==> config.mk <==
export PLATFORM = sky130hd
export DESIGN_NAME = ula_multiciclo
export DESIGN_NICKNAME = d
export VERILOG_FILES = /design/src/rtl/ula_multiciclo.sv
export SDC_FILE = /design/constraint.sdc
export NUM_CORES = 1
export LEC_CHECK = 0
export CAP_MARGIN = 15
export CORE_MARGIN = 2
export CORE_UTILIZATION = 43
export DETAILED_ROUTE_END_ITERATION = 12
export SLEW_MARGIN = 5
export SYNTH_ARGS = -nofsm -noshare
export SYNTH_HDL_FRONTEND = slang
export SYNTH_SLANG_ARGS = --single-unit
==> constraint.sdc <==
create_clock -name clk -period 3.68 [get_ports clk]
set_input_delay 0.368 -clock clk [delete_from_list [all_inputs] [get_ports clk]]
set_output_delay 0.368 -clock clk [all_outputs]
set_load 0.01 [all_outputs]
==> src/rtl/ula_multiciclo.sv <==
// Multi-cycle unsigned ALU.
// A start request latches the op code and both operands.
// Single-cycle ops return their result on the next edge.
// Multiply (shift-add) and divide (restoring) take LARGURA iterations
// on the latched operands.
// Results, flags and the one-cycle concluido pulse are registered.
// Results hold until the next operation completes.
module ula_multiciclo #(
  parameter int LARGURA = 16
) (
  input  logic               clk,
  input  logic               reset,
  input  logic               processar,
  input  logic [3:0]         op,
  input  logic [LARGURA-1:0] ETp1,
  input  logic [LARGURA-1:0] ETp2,
  output logic [LARGURA-1:0] Data,
  output logic [LARGURA-1:0] Data_alto,
  output logic               concluido,
  output logic               ocupado,
  output logic [3:0]         flags
);

  localparam int CW = $clog2(LARGURA);

  localparam logic [3:0] OP_SOMA = 4'd0;
  localparam logic [3:0] OP_SUB  = 4'd1;
  localparam logic [3:0] OP_MUL  = 4'd2;
  localparam logic [3:0] OP_DIV  = 4'd3;
  localparam logic [3:0] OP_E    = 4'd4;
  localparam logic [3:0] OP_NE   = 4'd5;
  localparam logic [3:0] OP_OU   = 4'd6;
  localparam logic [3:0] OP_XOU  = 4'd7;
  localparam logic [3:0] OP_CMP  = 4'd8;
  localparam logic [3:0] OP_NAO  = 4'd9;

  typedef enum logic [1:0] {
    ESPERA      = 2'd0,
    EXECUTANDO  = 2'd1,
    SAIDA_DADOS = 2'd2
  } estado_t;

  estado_t            estado_q;
  logic [3:0]         op_q;
  logic [LARGURA-1:0] a_q, b_q;
  // Iteration working pair.
  // Multiply: {partial product high, multiplier/product low}.
  // Divide: {partial remainder, dividend/quotient}.
  logic [LARGURA-1:0] hi_q, lo_q;
  logic [CW-1:0]      cnt_q;
  logic [LARGURA-1:0] data_q, data_alto_q;
  logic [3:0]         flags_q;
  logic               concluido_q, ocupado_q;

  logic [LARGURA:0]   soma_parcial;
  logic [LARGURA:0]   deslocado;
  logic [LARGURA-1:0] dif;
  logic               cabe;
  logic [LARGURA-1:0] passo_hi_d, passo_lo_d;
  logic               iterativo;
  logic               ultimo_passo;

  logic [LARGURA:0]   soma_ext;
  logic [LARGURA-1:0] res_d, alto_d;
  logic [3:0]         flags_d;
  logic               erro_d, div_zero_d, carry_d;

  // One multiply or divide iteration on the working pair.
  always_comb begin
    // NOTE: every variable assigned in always_comb gets a default first so
    // no path can leave it unassigned and infer a latch.
    passo_hi_d   = hi_q;
    passo_lo_d   = lo_q;
    // Shift-add: add B when the current multiplier bit is set, then shift the
    // whole {carry, hi, lo} right by one.
    soma_parcial = {1'b0, hi_q} + (lo_q[0] ? {1'b0, b_q} : '0);
    // Restoring division: shift the next dividend bit into the remainder.
    // Subtract B when it fits.
    // A zero divisor always "fits", so the quotient saturates to all ones.
    // The remainder then ends up holding A.
    deslocado    = {hi_q, lo_q[LARGURA-1]};
    cabe         = (deslocado >= {1'b0, b_q});
    dif          = deslocado[LARGURA-1:0] - b_q;
    if (op_q == OP_MUL) begin
      passo_hi_d = soma_parcial[LARGURA:1];
      passo_lo_d = {soma_parcial[0], lo_q[LARGURA-1:1]};
    end else begin
      passo_hi_d = cabe ? dif : deslocado[LARGURA-1:0];
      passo_lo_d = {lo_q[LARGURA-2:0], cabe};
    end
  end

  assign iterativo    = (op_q == OP_MUL) || (op_q == OP_DIV);
  assign ultimo_passo = (cnt_q == CW'(LARGURA - 1));

  // Final result and flags for the latched op.
  // Iterative ops use the outcome of the current step.
  always_comb begin
    res_d      = '0;
    alto_d     = '0;
    erro_d     = 1'b0;
    div_zero_d = 1'b0;
    carry_d    = 1'b0;
    soma_ext   = {1'b0, a_q} + {1'b0, b_q};
    case (op_q)
      OP_SOMA: begin
        res_d   = soma_ext[LARGURA-1:0];
        carry_d = soma_ext[LARGURA];
      end
      OP_SUB: begin
        res_d   = a_q - b_q;
        carry_d = (a_q < b_q);
      end
      OP_MUL: begin
        res_d  = passo_lo_d;
        alto_d = passo_hi_d;
      end
      OP_DIV: begin
        res_d      = passo_lo_d;
        alto_d     = passo_hi_d;
        div_zero_d = (b_q == '0);
      end
      OP_E:    res_d = a_q & b_q;
      OP_NE:   res_d = ~(a_q & b_q);
      OP_OU:   res_d = a_q | b_q;
      OP_XOU:  res_d = a_q ^ b_q;
      OP_CMP:  res_d = {{(LARGURA-1){1'b0}}, (a_q == b_q)};
      OP_NAO:  res_d = ~a_q;
      default: erro_d = 1'b1;
    endcase
    flags_d = {erro_d, div_zero_d, carry_d, (res_d == '0)};
  end

  // Control FSM with registered outputs and operand/iteration registers.
  always_ff @(posedge clk or negedge reset) begin
    // NOTE: sequential state uses non-blocking assignments so every register
    // samples the values from before the edge, independent of statement order.
    if (!reset) begin
      estado_q    <= ESPERA;
      op_q        <= '0;
      a_q         <= '0;
      b_q         <= '0;
      hi_q        <= '0;
      lo_q        <= '0;
      cnt_q       <= '0;
      data_q      <= '0;
      data_alto_q <= '0;
      flags_q     <= '0;
      concluido_q <= 1'b0;
      ocupado_q   <= 1'b0;
    end else begin
      case (estado_q)
        ESPERA: begin
          concluido_q <= 1'b0;
          if (processar) begin
            op_q      <= op;
            a_q       <= ETp1;
            b_q       <= ETp2;
            hi_q      <= '0;
            lo_q      <= ETp1;
            cnt_q     <= '0;
            ocupado_q <= 1'b1;
            estado_q  <= EXECUTANDO;
          end
        end
        EXECUTANDO: begin
          if (iterativo) begin
            hi_q  <= passo_hi_d;
            lo_q  <= passo_lo_d;
            cnt_q <= cnt_q + CW'(1);
          end
          if (!iterativo || ultimo_passo) begin
            data_q      <= res_d;
            data_alto_q <= alto_d;
            flags_q     <= flags_d;
            concluido_q <= 1'b1;
            cnt_q       <= '0;
            estado_q    <= SAIDA_DADOS;
          end
        end
        SAIDA_DADOS: begin
          concluido_q <= 1'b0;
          ocupado_q   <= 1'b0;
          estado_q    <= ESPERA;
        end
        default: begin
          concluido_q <= 1'b0;
          ocupado_q   <= 1'b0;
          estado_q    <= ESPERA;
        end
      endcase
    end
  end

  assign Data      = data_q;
  assign Data_alto = data_alto_q;
  assign flags     = flags_q;
  assign concluido = concluido_q;
  assign ocupado   = ocupado_q;

endmodule

# Word level (Yosys, flattened, before mapping)
# Cells that the tools add are included.
# W data, S select, Z words.
# totals
ff_bits	112
in_bits	39
output_inout_bits	38
wordCells	83
# classes
addsub	5
order_cmp	2
eq_ne	16
muxes	26
n_bitwise	6
reduce_logical	16
# op_table
op	n
$mux W16	9
$pmux W16 S9	1
$pmux W16 S2	2
$add A16 B16 Y17	2
$logic_not A16 Y1	2
$not A16 Y16	2
$sub A16 B16 Y16	2
$ge A17 B16 Y1	1
$and A16 B16 Y16	1
$eq A16 B16 Y1	1
$eq A4 B3 Y1 const B	4
$lt A16 B16 Y1	1
$or A16 B16 Y16	1
$xor A16 B16 Y16	1
$eq A4 B4 Y1 const B	3
$mux W4	3
$reduce_or A10 Y1	1
$eq A4 B2 Y1 const B	2
$pmux W4 S2	1
$reduce_and A2 Y1	4
$ne A2 B2 Y1 const B	3
$reduce_and A3 Y1	2
$mux W1	5
$add A4 B1 Y4 const B	1
other kinds (13)	16

# Longest topological paths before layout
# Gate-level depths: netlist of run 1.
# depth
depth_word	6
depth_mapped	14

# Least setup slack after synthesis of run 1
# No wires, ideal clock.
# synth_path
path_type	reg-to-reg
startpoint	reg lo_q[0]
endpoint	reg data_alto_q[15], in the netlist Data_alto[15]
setup_time_ns	0.133
arrival_time_ns	3.085
required_time_ns	3.547
setup_slack_ns	0.463
path_stages_with_launch	15
n_path_buf	1
cell_sequence	dfrtp_1 -> clkinv_1 -> clkbuf_1 -> nor2_1 -> ha_1 -> fa_1 -> a21oi_1 -> nand4b_1 -> nand3_1 -> a2111oi_0 -> o31ai_1 -> a21o_1 -> a211o_1 -> o21ai_1 -> o21ai_0
# synth_via
elab_chain_len	4
# synth_lines
element	line_no	rtl
start: declaration	49	logic [LARGURA-1:0] hi_q, lo_q;
start signal: assignment	160	lo_q <= ETp1;
start signal: assignment	169	lo_q <= passo_lo_d;
$mux W16	76	soma_parcial = {1'b0, hi_q} + (lo_q[0] ? {1'b0, b_q} : '0);
$add A16 B16 Y17	76	
$mux W16	84	if (op_q == OP_MUL) begin
$mux W16	105	case (op_q)
end signal: assignment	174	data_alto_q <= alto_d;
end: declaration	51	logic [LARGURA-1:0] data_q, data_alto_q;
# Every way passes these cells.
# A chain may end at the register's enable or synchronous reset.

# Worst setup path in the final report of run 1
# layout_path
startpoint	reg b_q[2]
endpoint	reg flags_q[0], in the netlist flags[0]
# layout_via
elab_chain_len	4
word_cells_on_any_way	11
cone_classes	add/sub: 2; order compare: 1; eq/ne: 1; mux: 2; bitwise: 4; reduce/logical: 1
# layout_lines
element	line_no	rtl
start: declaration	45	logic [LARGURA-1:0] a_q, b_q;
start signal: assignment	158	b_q <= ETp2;
$ge A17 B16 Y1 / $and A16 B16 Y16 (equally long branches)	82, 123, 124	
$mux W16 / $not A16 Y16 (equally long branches)	84, 124	
$pmux W16 S9 *	105	
$logic_not A16 Y1 *	131	flags_d = {erro_d, div_zero_d, carry_d, (res_d == '0)};
end signal: assignment	175	flags_q <= flags_d;
end: declaration	52	logic [3:0] flags_q;
# Mark *: on every way between the ends. The rest lies on a longest branch, timed or not.

==> out/results.tsv, run 1 <==
stage	metric	value	unit
run_status	status	finished clean	
synth	yosysMostFrequentCell	nand2_1	
place	dp_hpwl	24.15	mm
floorplanning	chipHeight	149.8	um
worst_setup_path	critPathLaunchType	flip-flop	
timing	period_share	93.93	%
synth	synth_area	0.009146	mm2
timing	period_needed	3.457	ns
synth	ys_ff_latch	112	
flow_run	maxCapViolCount	0	
cts	cts_sinks	112	
synth	synth_top_family_by_area	compound AO/OA/AOI/OAI gates	
floorplanning	initial_core_util	43.65	%
floorplanning	rows	53	
cts	htreeDepth	3	
layout	nFillCells	2107	
worst_setup_path	crit_fanout	9	
layout	antennaDiodeCount	0	
floorplanning	fp.dieW	149.8	um
synth	synth.area.top_cells	dfrtp_1, ha_1, nand2_1	
floorplanning	die_area	0.02245	mm2
cts	cts.repair.resized	0	
global_routing	antenna_found_initial	0	
synth	synth_ff_type	dfrtp_1	
worst_setup_path	arrival	3.77	ns
global_routing	grt-ovfl-total	0	
synth	synth_compound_area_share	27.66	%
synth	async_reset_ff_share	100.0	%
power	powerDensity	987.3	mW/mm2
power	total_power	0.01054	W
synth	synthMuxAreaShare	2.640	%
worst_setup_path	critPathKind	flip-flop to flip-flop	
timing	finalClockSkew	0.01027	ns
layout	area_growth	16.74	%
cts	holdBufCountCts	0	
cts	cts_tree	done	
floorplanning	design.portCount	77	
worst_setup_path	startpoint	b_q[2]	
cts	root_buffer	clkbuf_16	
timing	clock.fmax	289.3	MHz
global_routing	grt_use_met3	5.183	%
synth	synth_edf_count	0	
detailed_routing	drc	0	
worst_setup_path	critPathCaptureType	flip-flop	
layout	drive_gt1_share	7.544	%
layout	layout.nets	1365	
detailed_routing	vias_per_cell	5.975	
global_routing	grt_pass1_vias	8725	
synth	synth-xor-area-share	2.969	%
layout	register_area	0.002804	mm2
global_routing	track_usage	28.45	%
timing	slew_headroom	38.49	%
timing	final-setup-viol-count	0	
detailed_routing	wl	31.28	mm
synth	synthSimpleGateAreaFrac	18.80	%
worst_setup_path	reg2reg_slack	0.22	ns
synth	syn-instance-count	1163	
place	portBuffers	76	
detailed_routing	route.vias.total	9088	
power	peakVddDrop	0.4109	mV
detailed_routing	first_pass_iters	5	
detailed_routing	wl_per_cell	20.56	um
synth	yosys-top-cells-count	nand2_1, o21ai_0, dfrtp_1	
cts	clockBufferDepth	2	
timing	rsz0062_at_grt	false	
synth	synth_top_cell_area_share	30.64	%
timing	tightest_slew	0.9216	ns
cts	postCtsSetupBuffers	0	
global_routing	gr-usage-met2	45.75	%
worst_setup_path	crit-reg2reg-launch	b_q[2]	
cts	clk-insertion-delay-late	0.37	ns
global_routing	grt_pass1_wl	49.14	mm
hold_path	hold_path_class	input pin to async pin	
synth	synth-warning-count	0	
timing	slew_violations	0	
synth	syn_area_per_cell	7.864	um2
floorplanning	core	0.02096	mm2
timing	finalHoldViolCount	0	
synth	synth_fa_ha_area_share	11.96	%
detailed_routing	first_iter_violations	709	
cts	clkTransAtPathRegs	0.08	ns
synth	synth_top_area_cell	dfrtp_1	
synth	synth-seq-area-share	30.64	%
worst_setup_path	worst-r2r-cell-count	11	
place	gp_congestion	0.9888	
detailed_routing	ant_nets	0	
cts	cts_buffers	9	
worst_setup_path	worstPathRequired	3.99	ns
global_routing	grt-busiest-layer	met2	
global_routing	grt_max_degree	71	
power	p_leak	4.787	nW
timing	setup_tns	0	ns
worst_setup_path	rr_endpoint	flags[0]	
synth	synth_nets	1287	
layout	multiInputGateArea	0.005868	mm2
timing	fin_hold_ws	0.05381	ns
global_routing	use_met1	37.66	%
synth	yosys.cell_types.count	78	
## flip-flops by register name, summed over array words and instances (netlist names)
name	count
flags	4
concluido	1
cnt_q	4
op_q	4
a_q	16
Data_alto	16
estado_q	2
hi_q	16
Data	16
lo_q	16
ocupado	1
b_q	16
## metal layers
| layer | routed length (um) | up-vias |
|---|---|---|
| li1 | - | 4328 |
| met1 | 13790 | 4363 |
| met2 | 14200 | 314 |
| met3 | 1841 | 83 |
| met4 | 1452 | 0 |
| met5 | 0 | - |
## layout by cell type, fill, tap and decap left out, types with 13 or more instances in the layout
cell type	instances
nand2_1	173
o21ai_0	123
dfrtp_1	111
nor2_1	100
a21oi_1	95
ha_1	81
clkdlybuf4s50_1	75
inv_1	55
buf_4	55
o22ai_1	22
nand3_1	21
xnor2_1	20
mux2i_1	17
nor3_1	16
a21o_1	15
or3_1	13
nand2b_1	13
a211oi_1	13
## report_power, final
part	internal [W]	leakage, nW	switching, W	total [W]
clock	0.000468	0.135	0.000522	0.000990
sequential	0.00164	1.45	0.000528	0.00217
combinational	0.00286	3.20	0.00452	0.00738
## kinds of logic after synthesis
kind of cell | count (synthesis)
and+or+nand+nor | 387
xor gates and xnor gates | 31
AOI/OAI and AO/OA | 406
DFF | 112
muxes | 22
adders and majority gates | 85
buffers and inverters | 120
## how the worst max path moves through the flow
stage	endpoint	slack (ns)
5_1_grt	flags[0]	0.03
2_1_floorplan	Data_alto[15]	0.46
3_3_place_gp	Data_alto[15]	0.12
3_5_place_dp	Data_alto[15]	0.12
6_report	flags[0]	0.22
4_1_cts	Data_alto[15]	0.1
## worst max-delay path: stages (launching register included)
cell and delay [ns]:
dfrtp_1 0.42, inv_1 0.24, ha_1 0.41, and3_1 0.24, a221oi_1 0.46, a21boi_0 0.26
a2111oi_0 0.49, a21oi_1 0.10, xor2_1 0.16, a21oi_1 0.24, and4_1 0.22, a32o_1 0.16
## per-stage QoR
step                      cells  utilization (%)  cell area (um2)  setup slack (ns)
after CTS                  1521            50.93            10670           0.09821
after global routing       1521            50.96            10680           0.03259
after global placement     1505            49.57            10390            0.1224
after detailed placement   1505            49.57            10390            0.1183
final                      1521            50.96            10680            0.2234
after floorplan            1163                -             9146            0.4627
## layout make-up
class | count | share of cell area [%]
Multi-Input combinational cell | 931 | 54.96
Inverter | 57 | 2.004
Sequential cell | 112 | 26.26
Clock buffer | 9 | 2.109
Timing Repair Buffer | 130 | 10.90
Tap cell | 275 | 3.222
Clock inverter | 7 | 0.5507
No activity file was read; power rests on OpenSTA's default activity.
==> inputs of run 2 (changes only) <==
--- a/config.mk
+++ b/config.mk
@@ -9,6 +9,7 @@
 export CORE_MARGIN = 2
 export CORE_UTILIZATION = 43
 export DETAILED_ROUTE_END_ITERATION = 12
+export RECOVER_POWER = 100
 export SLEW_MARGIN = 5
 export SYNTH_ARGS = -nofsm -noshare
 export SYNTH_HDL_FRONTEND = slang
==> constraint.sdc (replaced) <==
create_clock -name clk -period 3.4 [get_ports clk]
set_input_delay 0.34 -clock clk [delete_from_list [all_inputs] [get_ports clk]]
set_output_delay 0.34 -clock clk [all_outputs]
set_load 0.01 [all_outputs]
==> run 2 against run 1 <==
  * The run now ends with capacitance limit, slew limit left
  * Flip-flop and latch count did not move
  * Global-route usage rose by 0.45 points
  * Total power rose by 13%
  * Sequential power rose by 9%
  * Clock power rose by 15%
  * Cell count rose by 1.4%
  * Critical path depth rose by 1
  * Critical path type unchanged
  * Clock skew rose by 0.0020 ns
==> out/results.tsv, run 2 (same netlist as run 1, synthesis figures left out) <==
stage	metric	value	unit
run_status	status	finished with violations	
run_status	violations	capacitance limit, slew limit	
layout	drive_gt1_share	9.779	%
power	peakVddDrop	0.4132	mV
global_routing	antenna_found_initial	0	
detailed_routing	drc	0	
hold_path	min_from	Data[6]	
layout	nFillCells	2088	
detailed_routing	first_pass_iters	5	
detailed_routing	wl_per_cell	20.51	um
floorplanning	die_area	0.02245	mm2
floorplanning	core	0.02096	mm2
floorplanning	rows	53	
place	dp_hpwl	24.59	mm
layout	antennaDiodeCount	0	
worst_setup_path	critPathKind	flip-flop to flip-flop	
cts	cts_tree	done	
floorplanning	design.portCount	77	
worst_setup_path	crit_fanout	7	
layout	area_growth	19.44	%
floorplanning	fp.dieW	149.8	um
timing	clock.fmax	298.4	MHz
global_routing	grt-ovfl-total	0	
global_routing	track_usage	28.90	%
timing	slew_headroom	-82.68	%
layout	layout_commonest_cell	nand2_1	
flow_run	maxCapViolCount	1	
power	total_power	0.01186	W
worst_setup_path	critPathLaunchType	flip-flop	
worst_setup_path	crit-reg2reg-launch	b_q[1]	
worst_setup_path	critPathCaptureType	flip-flop	
timing	period_needed	3.351	ns
detailed_routing	route.vias.total	9065	
cts	clkTransAtPathRegs	0.08	ns
hold_path	hold_path_class	flip-flop to flip-flop	
detailed_routing	first_iter_violations	677	
global_routing	grt_pass1_vias	8795	
timing	finalClockSkew	0.01228	ns
cts	cts_buffers	9	
floorplanning	initial_core_util	43.65	%
cts	holdBufCountCts	0	
worst_setup_path	arrival	3.66	ns
power	powerDensity	1086	mW/mm2
place	portBuffers	76	
global_routing	grt_max_degree	48	
cts	clk-insertion-delay-late	0.37	ns
timing	finalHoldViolCount	0	
detailed_routing	ant_nets	0	
timing	slew_violations	47	
worst_setup_path	worstPathRequired	3.71	ns
cts	htreeDepth	3	
detailed_routing	wl	31.64	mm
cts	cts_sinks	112	
layout	layout.nets	1387	
layout	utilization	52.13	%
timing	final-setup-viol-count	0	
cts	clockBufferDepth	2	
timing	period_share	98.57	%
layout	mostFrequentLayoutCells	nand2_1, o21ai_0, dfrtp_1, nor2_1, a21oi_1	
floorplanning	chipHeight	149.8	um
place	gp_congestion	0.9351	
timing	tightest_slew	2.740	ns
power	p_leak	4.987	nW
cts	root_buffer	clkbuf_16	
detailed_routing	vias_per_cell	5.875	
global_routing	grt_pass1_wl	50.37	mm
worst_setup_path	startpoint	b_q[1]	
-- run 2: cell types whose count changed in the layout (fill, tap and decap cells not counted), moves of 3 or more --
| cell | previous run | this run |
|---|---|---|
| a211oi_1 | 13 | 10 |
| a211oi_2 | 1 | 4 |
| buf_4 | 55 | 66 |
| clkbuf_1 | 0 | 6 |
| clkbuf_2 | 0 | 3 |
| clkdlybuf4s50_1 | 75 | 37 |
| dlygate4sd3_1 | 0 | 38 |
-- run 2: metal layers --
| metal | track usage, % | vias to the layer above | wire, um |
|---|---|---|---|
| met3 | 3.659 | 39 | 1660 |
| li1 | - | 4380 | - |
| met1 | 39.10 | 4354 | 14120 |
| met5 | 0 | - | 0 |
| met4 | 7.925 | 0 | 667 |
| met2 | 48.65 | 292 | 15190 |
-- run 2: worst paths after layout --
path | to | slack [ns] | depth (start not counted)
hold reg to reg | Data[6] | 0.47 | 2
max in group asynchronous | op_q[0] | 0.79 | 1
setup reg to reg | flags[0] | 0.05 | 12
hold / removal | Data[6] | 0.47 | 2
min in group asynchronous | a_q[7] | 0.82 | 1
setup / recovery | flags[0] | 0.05 | 12
-- run 2: timing repair --
action,CTS,global route
endpoints found under the setup margin,3,28
gates cloned,0,1
gates resized for setup,3,22
setup buffers,0,4
-- run 2: layout make-up --
type | instances | area, um2 | area share [%]
Sequential cell | 112 | 2805 | 25.68
Multi-Input combinational cell | 931 | 5934 | 54.32
Clock buffer | 10 | 229.0 | 2.096
Inverter | 57 | 221.5 | 2.027
Timing Repair Buffer | 151 | 1311 | 12.00
Timing Repair inverter | 1 | 5.005 | 0.04581
Tap cell | 275 | 344.1 | 3.150
Clock inverter | 6 | 73.82 | 0.6758
-- run 2: stage by stage --
step                      instance area, um2   TNS, ns  std cells  setup WS, ns  hold WS, ns
final                                  10920         0       1543       0.04850       0.4721
after global routing                   10920  -0.02170       1543      -0.01263       0.5068
after CTS                              10850         0       1538       0.03141     0.003741
after detailed placement               10540   -0.1940       1522      -0.08311       0.4001
after global placement                 10540   -0.2486       1522       -0.1265       0.3979
after floorplan                         9146         0       1163        0.1827      0.04441
-- run 2: worst max-delay path, cell delays in order (launching register included) --
cell and delay (ns):
dfrtp_2 0.44, clkinvlp_4 0.21, ha_1 0.35, nor2b_1 0.13
o21a_1 0.20, a221o_1 0.36, a221oi_1 0.39, a41o_1 0.32
o21ai_0 0.14, buf_4 0.20, nor4_1 0.17, and4_1 0.22
a32o_1 0.16
-- run 2: power breakdown --
part	switching [W]	total, W	internal, W
registers	0.000585	0.00236	0.00178
clock network	0.000558	0.00114	0.000585
logic	0.00503	0.00835	0.00332
total	0.00617	0.0119	0.00569
